===== src/rtl/shift_serializer.sv =====
// -----------------------------------------------------------------------------
// shift_serializer
//
// Purpose:
//   Parallel-in / serial-out shifter with a ready/valid handshake on both sides.
//   A word is captured on the input handshake and then leaves one bit per
//   output beat. The bit order is selectable (MSB- or LSB-first). The last bit
//   of every word is flagged. A new word can be loaded on the same cycle as the
//   final beat of the current word, so back-to-back words leave with no idle
//   cycle between them.
//
// Parameters:
//   width_p      bits per word (width_p >= 2)
//   lsb_first_p  0: data_i[width_p-1] leaves first; 1: data_i[0] leaves first
//   reset_val_p  shift-register contents after reset
//
// Ports:
//   clk_i      in   1        clock, rising-edge active
//   reset_n_i  in   1        asynchronous active-low reset
//   valid_i    in   1        producer offers a word on data_i
//   ready_o    out  1        block accepts a word this cycle
//   data_i     in   width_p  parallel word, captured on valid_i & ready_o
//   valid_o    out  1        serial bit on data_o is valid
//   ready_i    in   1        consumer takes the bit this cycle
//   data_o     out  1        current serial bit
//   last_o     out  1        current bit is the final bit of the word
// -----------------------------------------------------------------------------
module shift_serializer #(
  parameter int unsigned        width_p     = 8,
  parameter bit                 lsb_first_p = 1'b0,
  parameter logic [width_p-1:0] reset_val_p = '0
) (
  input  logic               clk_i,
  input  logic               reset_n_i,
  input  logic               valid_i,
  output logic               ready_o,
  input  logic [width_p-1:0] data_i,
  output logic               valid_o,
  input  logic               ready_i,
  output logic               data_o,
  output logic               last_o
);

  localparam int unsigned         cnt_w_lp    = (width_p > 1) ? $clog2(width_p) : 1;
  localparam logic [cnt_w_lp-1:0] cnt_last_lp = cnt_w_lp'(width_p - 1);

  typedef enum logic {
    IDLE  = 1'b0,
    SHIFT = 1'b1
  } state_t;

  state_t              r_state;
  state_t              w_state_next;
  logic [width_p-1:0]  r_shift;
  logic [width_p-1:0]  w_shift_next;
  logic [width_p-1:0]  w_shifted;
  logic [cnt_w_lp-1:0] r_cnt;
  logic [cnt_w_lp-1:0] w_cnt_next;

  logic w_in_shift;
  logic w_last;
  logic w_ready;
  logic w_accept;
  logic w_beat;
  logic w_out_bit;

  // The output end of the register depends on the bit order. Shifting always
  // moves bits toward that end and fills the vacated position with zero.
  generate
    if (lsb_first_p) begin : g_lsb_first
      assign w_shifted = {1'b0, r_shift[width_p-1:1]};
      assign w_out_bit = r_shift[0];
    end else begin : g_msb_first
      assign w_shifted = {r_shift[width_p-2:0], 1'b0};
      assign w_out_bit = r_shift[width_p-1];
    end
  endgenerate

  // State register. The word in flight is discarded on reset.
  always_ff @(posedge clk_i or negedge reset_n_i) begin
    if (!reset_n_i) begin
      r_state <= IDLE;
      r_shift <= reset_val_p;
      r_cnt   <= '0;
    end else begin
      r_state <= w_state_next;
      r_shift <= w_shift_next;
      r_cnt   <= w_cnt_next;
    end
  end

  // Next-state and output logic.
  always_comb begin
    w_state_next = r_state;
    w_shift_next = r_shift;
    w_cnt_next   = r_cnt;

    w_in_shift = (r_state == SHIFT);
    w_last     = w_in_shift && (r_cnt == cnt_last_lp);

    // In SHIFT the input side opens only while the final bit is being taken.
    // This is the combinational ready_i -> ready_o path that removes the bubble
    // between words. Everything is masked while reset is held.
    w_ready  = reset_n_i && (!w_in_shift || (ready_i && w_last));
    w_accept = valid_i && w_ready;
    w_beat   = reset_n_i && w_in_shift && ready_i;

    case (r_state)
      IDLE: begin
        if (w_accept) begin
          w_shift_next = data_i;
          w_cnt_next   = '0;
          w_state_next = SHIFT;
        end
      end
      SHIFT: begin
        if (w_beat) begin
          if (!w_last) begin
            w_shift_next = w_shifted;
            w_cnt_next   = r_cnt + cnt_w_lp'(1);
          end else if (w_accept) begin
            // Final beat and a new word arrive together, so stay in SHIFT.
            w_shift_next = data_i;
            w_cnt_next   = '0;
          end else begin
            // The register keeps its last value. Only the counter rewinds.
            w_cnt_next   = '0;
            w_state_next = IDLE;
          end
        end
      end
      default: begin
        w_state_next = IDLE;
        w_cnt_next   = '0;
      end
    endcase

    // valid_o is independent of ready_i. While a beat is stalled, data_o and
    // last_o follow registered state only, so they hold steady.
    ready_o = w_ready;
    valid_o = reset_n_i && w_in_shift;
    data_o  = reset_n_i && w_in_shift && w_out_bit;
    last_o  = reset_n_i && w_last;
  end

endmodule


===== config.mk =====
export PLATFORM = sky130hd
export DESIGN_NAME = shift_serializer
export DESIGN_NICKNAME = d
export VERILOG_FILES = /design/src/rtl/shift_serializer.sv
export SDC_FILE = /design/constraint.sdc
export NUM_CORES = 1
export LEC_CHECK = 0
export BUFFER_PORTS_ARGS = -buffer_cell sky130_fd_sc_hd__buf_4
export CORE_MARGIN = 2
export CORE_UTILIZATION = 35
export CTS_CLUSTER_SIZE = 40
export DETAILED_ROUTE_END_ITERATION = 8
export PLACE_DENSITY = 0.57
export REMOVE_ABC_BUFFERS = 1
export SLEW_MARGIN = 25
export SYNTH_ARGS = -nofsm -noshare
export SYNTH_HDL_FRONTEND = slang
export SYNTH_SLANG_ARGS = --single-unit

===== constraint.sdc =====
create_clock -name clk_i -period 1.5 [get_ports clk_i]
set_input_delay 0.225 -clock clk_i [delete_from_list [all_inputs] [get_ports clk_i]]
set_output_delay 0.225 -clock clk_i [all_outputs]
set_load 0.05 [all_outputs]

==> results_dict.tcl <==
set metrics [dict create \
    final.setup.worst_slack_ps -157.6 \
    ant_nets 0 \
    netlist_top_cells_area "dfrtp_1, o221a_2, or3_1, a22o_1, ha_1" \
    p_leak_nw 0.4467 \
    outcome "finished, violations left" \
    crit_arrival_ps 1430 \
    grt_max_degree 11 \
    dieArea_um2 2193 \
    min_from "data_i[3]" \
    slowest_stage "dfrtp_1" \
    r2r-start "r_cnt[1]" \
    fmax_mhz 603.3 \
    finalCritPeriodShare 1.105 \
    start_util 0.3717 \
    synth.cell_area_um2 641.9 \
    max_stage_delay_ps 390 \
    clock-sinks 12 \
    fin_nets 102 \
    slew-limit-headroom 0.7605 \
    drtIter0Drc 9 \
    dr.pass1.iters 3 \
    finClkSkew_ps 5.867 \
    holdPathStages 2 \
    layout-drive-gt1-share 0.5517 \
    ys_ff_latch 12 \
    synth-seq-area-share 0.4678 \
    yosys_warnings 0 \
    async_flop_share 1.000 \
    cts_tree "built" \
    cts.path.max_buffers 2 \
    worstMarginPinSlew_ps 358.4 \
    cap_violations 0 \
    clk_pin_slew_ps 90 \
    hold_viol_final 0 \
    layout.cells.non_filler 112 \
    cp_cell_sequence "ha_2 -> ha_4 -> buf_6 -> and3_4 -> buf_8" \
    area_growth_pct 57.70 \
    cts_root_buffer "clkbuf_4" \
    hold_end "r_shift[3]" \
    wl_per_cell_um 13.63 \
    yosysTopAreaCell "dfrtp_1" \
    synth_edf_count 0 \
    synth_top_area_frac 0.4678 \
    viasPerCell 4.973 \
    reg2reg_depth 7 \
    drt_wl_total_um 1526 \
    layout_min_cycle_time_ps 1658 \
    grt_pass1_vias 535 \
    dp_hpwl_um 1056 \
    globalRouteOverflowTotal 0 \
    violations "setup timing" \
    vias 557 \
    synth_cells 56 \
    final_core_util 0.5862 \
    portBuffers 15 \
    worst_r2r_endpoint "r_shift[7]" \
    synth_area_per_cell_um2 11.46 \
    placed_cell_area_um2 825.8 \
    ios 16 \
    vdd_drop_max_v 0.0008174 \
    post-route-drc-count 0 \
    stdcell_area_um2 1012 \
    ff2ff_setup_slack_ps -100 \
    finalMaxSlewViolations 0 \
    synthTopCellsByCount "dfrtp_1, o221a_2, or3_1" \
    rsz0062_at_grt "yes" \
    ys_types 25 \
    fillers 158 \
    antenna_found_initial 0 \
    globalplace.congestion 0.6676 \
    dp_cells 101 \
    finalSetupViolCount 10 \
    row_count 15 \
    grt_pass1_wl_um 2449 \
    cts_max_level 1 \
    die_w_um 46.83 \
    die_height_um 46.83 \
    powerDensity_nw_per_um2 1538 \
    yosysMostFrequentCell "dfrtp_1" \
    core_um2 1727 \
    crit_fanout 3 \
    hp-class "in2reg" \
    start_kind "flop" \
    antenna_cells 0 \
    crit_type "reg2out" \
    grt_usage 0.1603 \
    endpoint_kind "output pin" \
    synth_ff_type "dfrtp_1" \
    cp_data_required_time_ps 1270 \
    insertion_delay_ps 280 \
    cts_made_buffers 3 \
]
## metal layers
layer | global-route usage | share of wire
met1 | 0.2233 | 0.50
met2 | 0.2411 | 0.45
met3 | 0.03462 | 0.033
met4 | 0.06667 | 0.012
met5 | 0 | 0
## flip-flops by register name (all words and copies together) (netlist names)
signal,count
r_state,1
r_cnt,3
r_shift,8
## through the flow
step / setup TNS, ps / total power, mW / hold WS (ps) / setup WS (ps)
2_1_floorplan: -808.1 / 0.9003 / -70.59 / -355.9
3_3_place_gp: -944.1 / 1.108 / 38.63 / -145.7
3_5_place_dp: -1140 / 1.126 / 36.60 / -170.3
4_1_cts: -960.0 / 1.499 / 235.5 / -164.0
5_1_grt: -1613 / 1.647 / 219.9 / -207.3
6_report: -959.4 / 1.557 / 225.7 / -157.6
## layout by cell type (no fill, tap or decap), types with 2 or more instances in the layout
cell type and count:
o21ai_0 2, a22o_1 3, o221a_4 2, inv_1 2
or3_1 3, nor2b_1 3, clkbuf_4 3, dfrtp_1 12
o221a_2 4, nand2_1 3, or3_4 2, buf_4 20
dlygate4sd3_1 3, buf_6 6
## worst max path at each step
stage / slack [ps] / end / from / depth (start not counted)
6_report: -160 / last_o / r_cnt[0] / 5
5_1_grt: -210 / last_o / r_cnt[0] / 5
3_5_place_dp: -170 / r_shift[6] / r_cnt[0] / 5
4_1_cts: -160 / ready_o / r_cnt[1] / 5
3_3_place_gp: -150 / r_shift[6] / r_cnt[0] / 5
2_1_floorplan: -360 / r_state / r_cnt[0] / 5
## worst max-delay path: cells and delay by family, from the launching register on
family,cells,cell delay (ps)
and+or+nand+nor,1,140
DFF,1,390
adders and majority gates,2,370
buffers and inverters,2,250
## where the power goes
| part | total [mW] | internal, mW | switching (mW) |
|---|---|---|---|
| combinational | 0.721 | 0.409 | 0.312 |
| sequential | 0.566 | 0.466 | 0.100 |
| clock | 0.270 | 0.148 | 0.122 |
## kinds of logic after synthesis
family | Yosys count | synth area share
AO/OA/AOI/OAI | 17 | 0.2495
adder cells (fa/ha/maj) | 2 | 0.03898
buffers and inverters | 5 | 0.04288
flip-flops | 12 | 0.4678
multiplexers | 1 | 0.01754
AND/OR/NAND/NOR | 19 | 0.1832
## layout make-up
type	count	area (um^2)	area share
clock buffer	4	36.28	0.03585
timing repair buffer	30	262.8	0.2596
inverter	2	7.507	0.007417
tap	25	31.28	0.03090
multi-input combinational	39	374.1	0.3696
sequential	12	300.3	0.2967
## what timing repair did
item	in CTS	in global routing
setup buffers	4	0
pin swaps	6	8
gates resized for setup	14	6
endpoints found under the hold margin	12	0
hold buffers	3	0
setup endpoints to repair	11	13
Power figures use the tool's default switching activity.
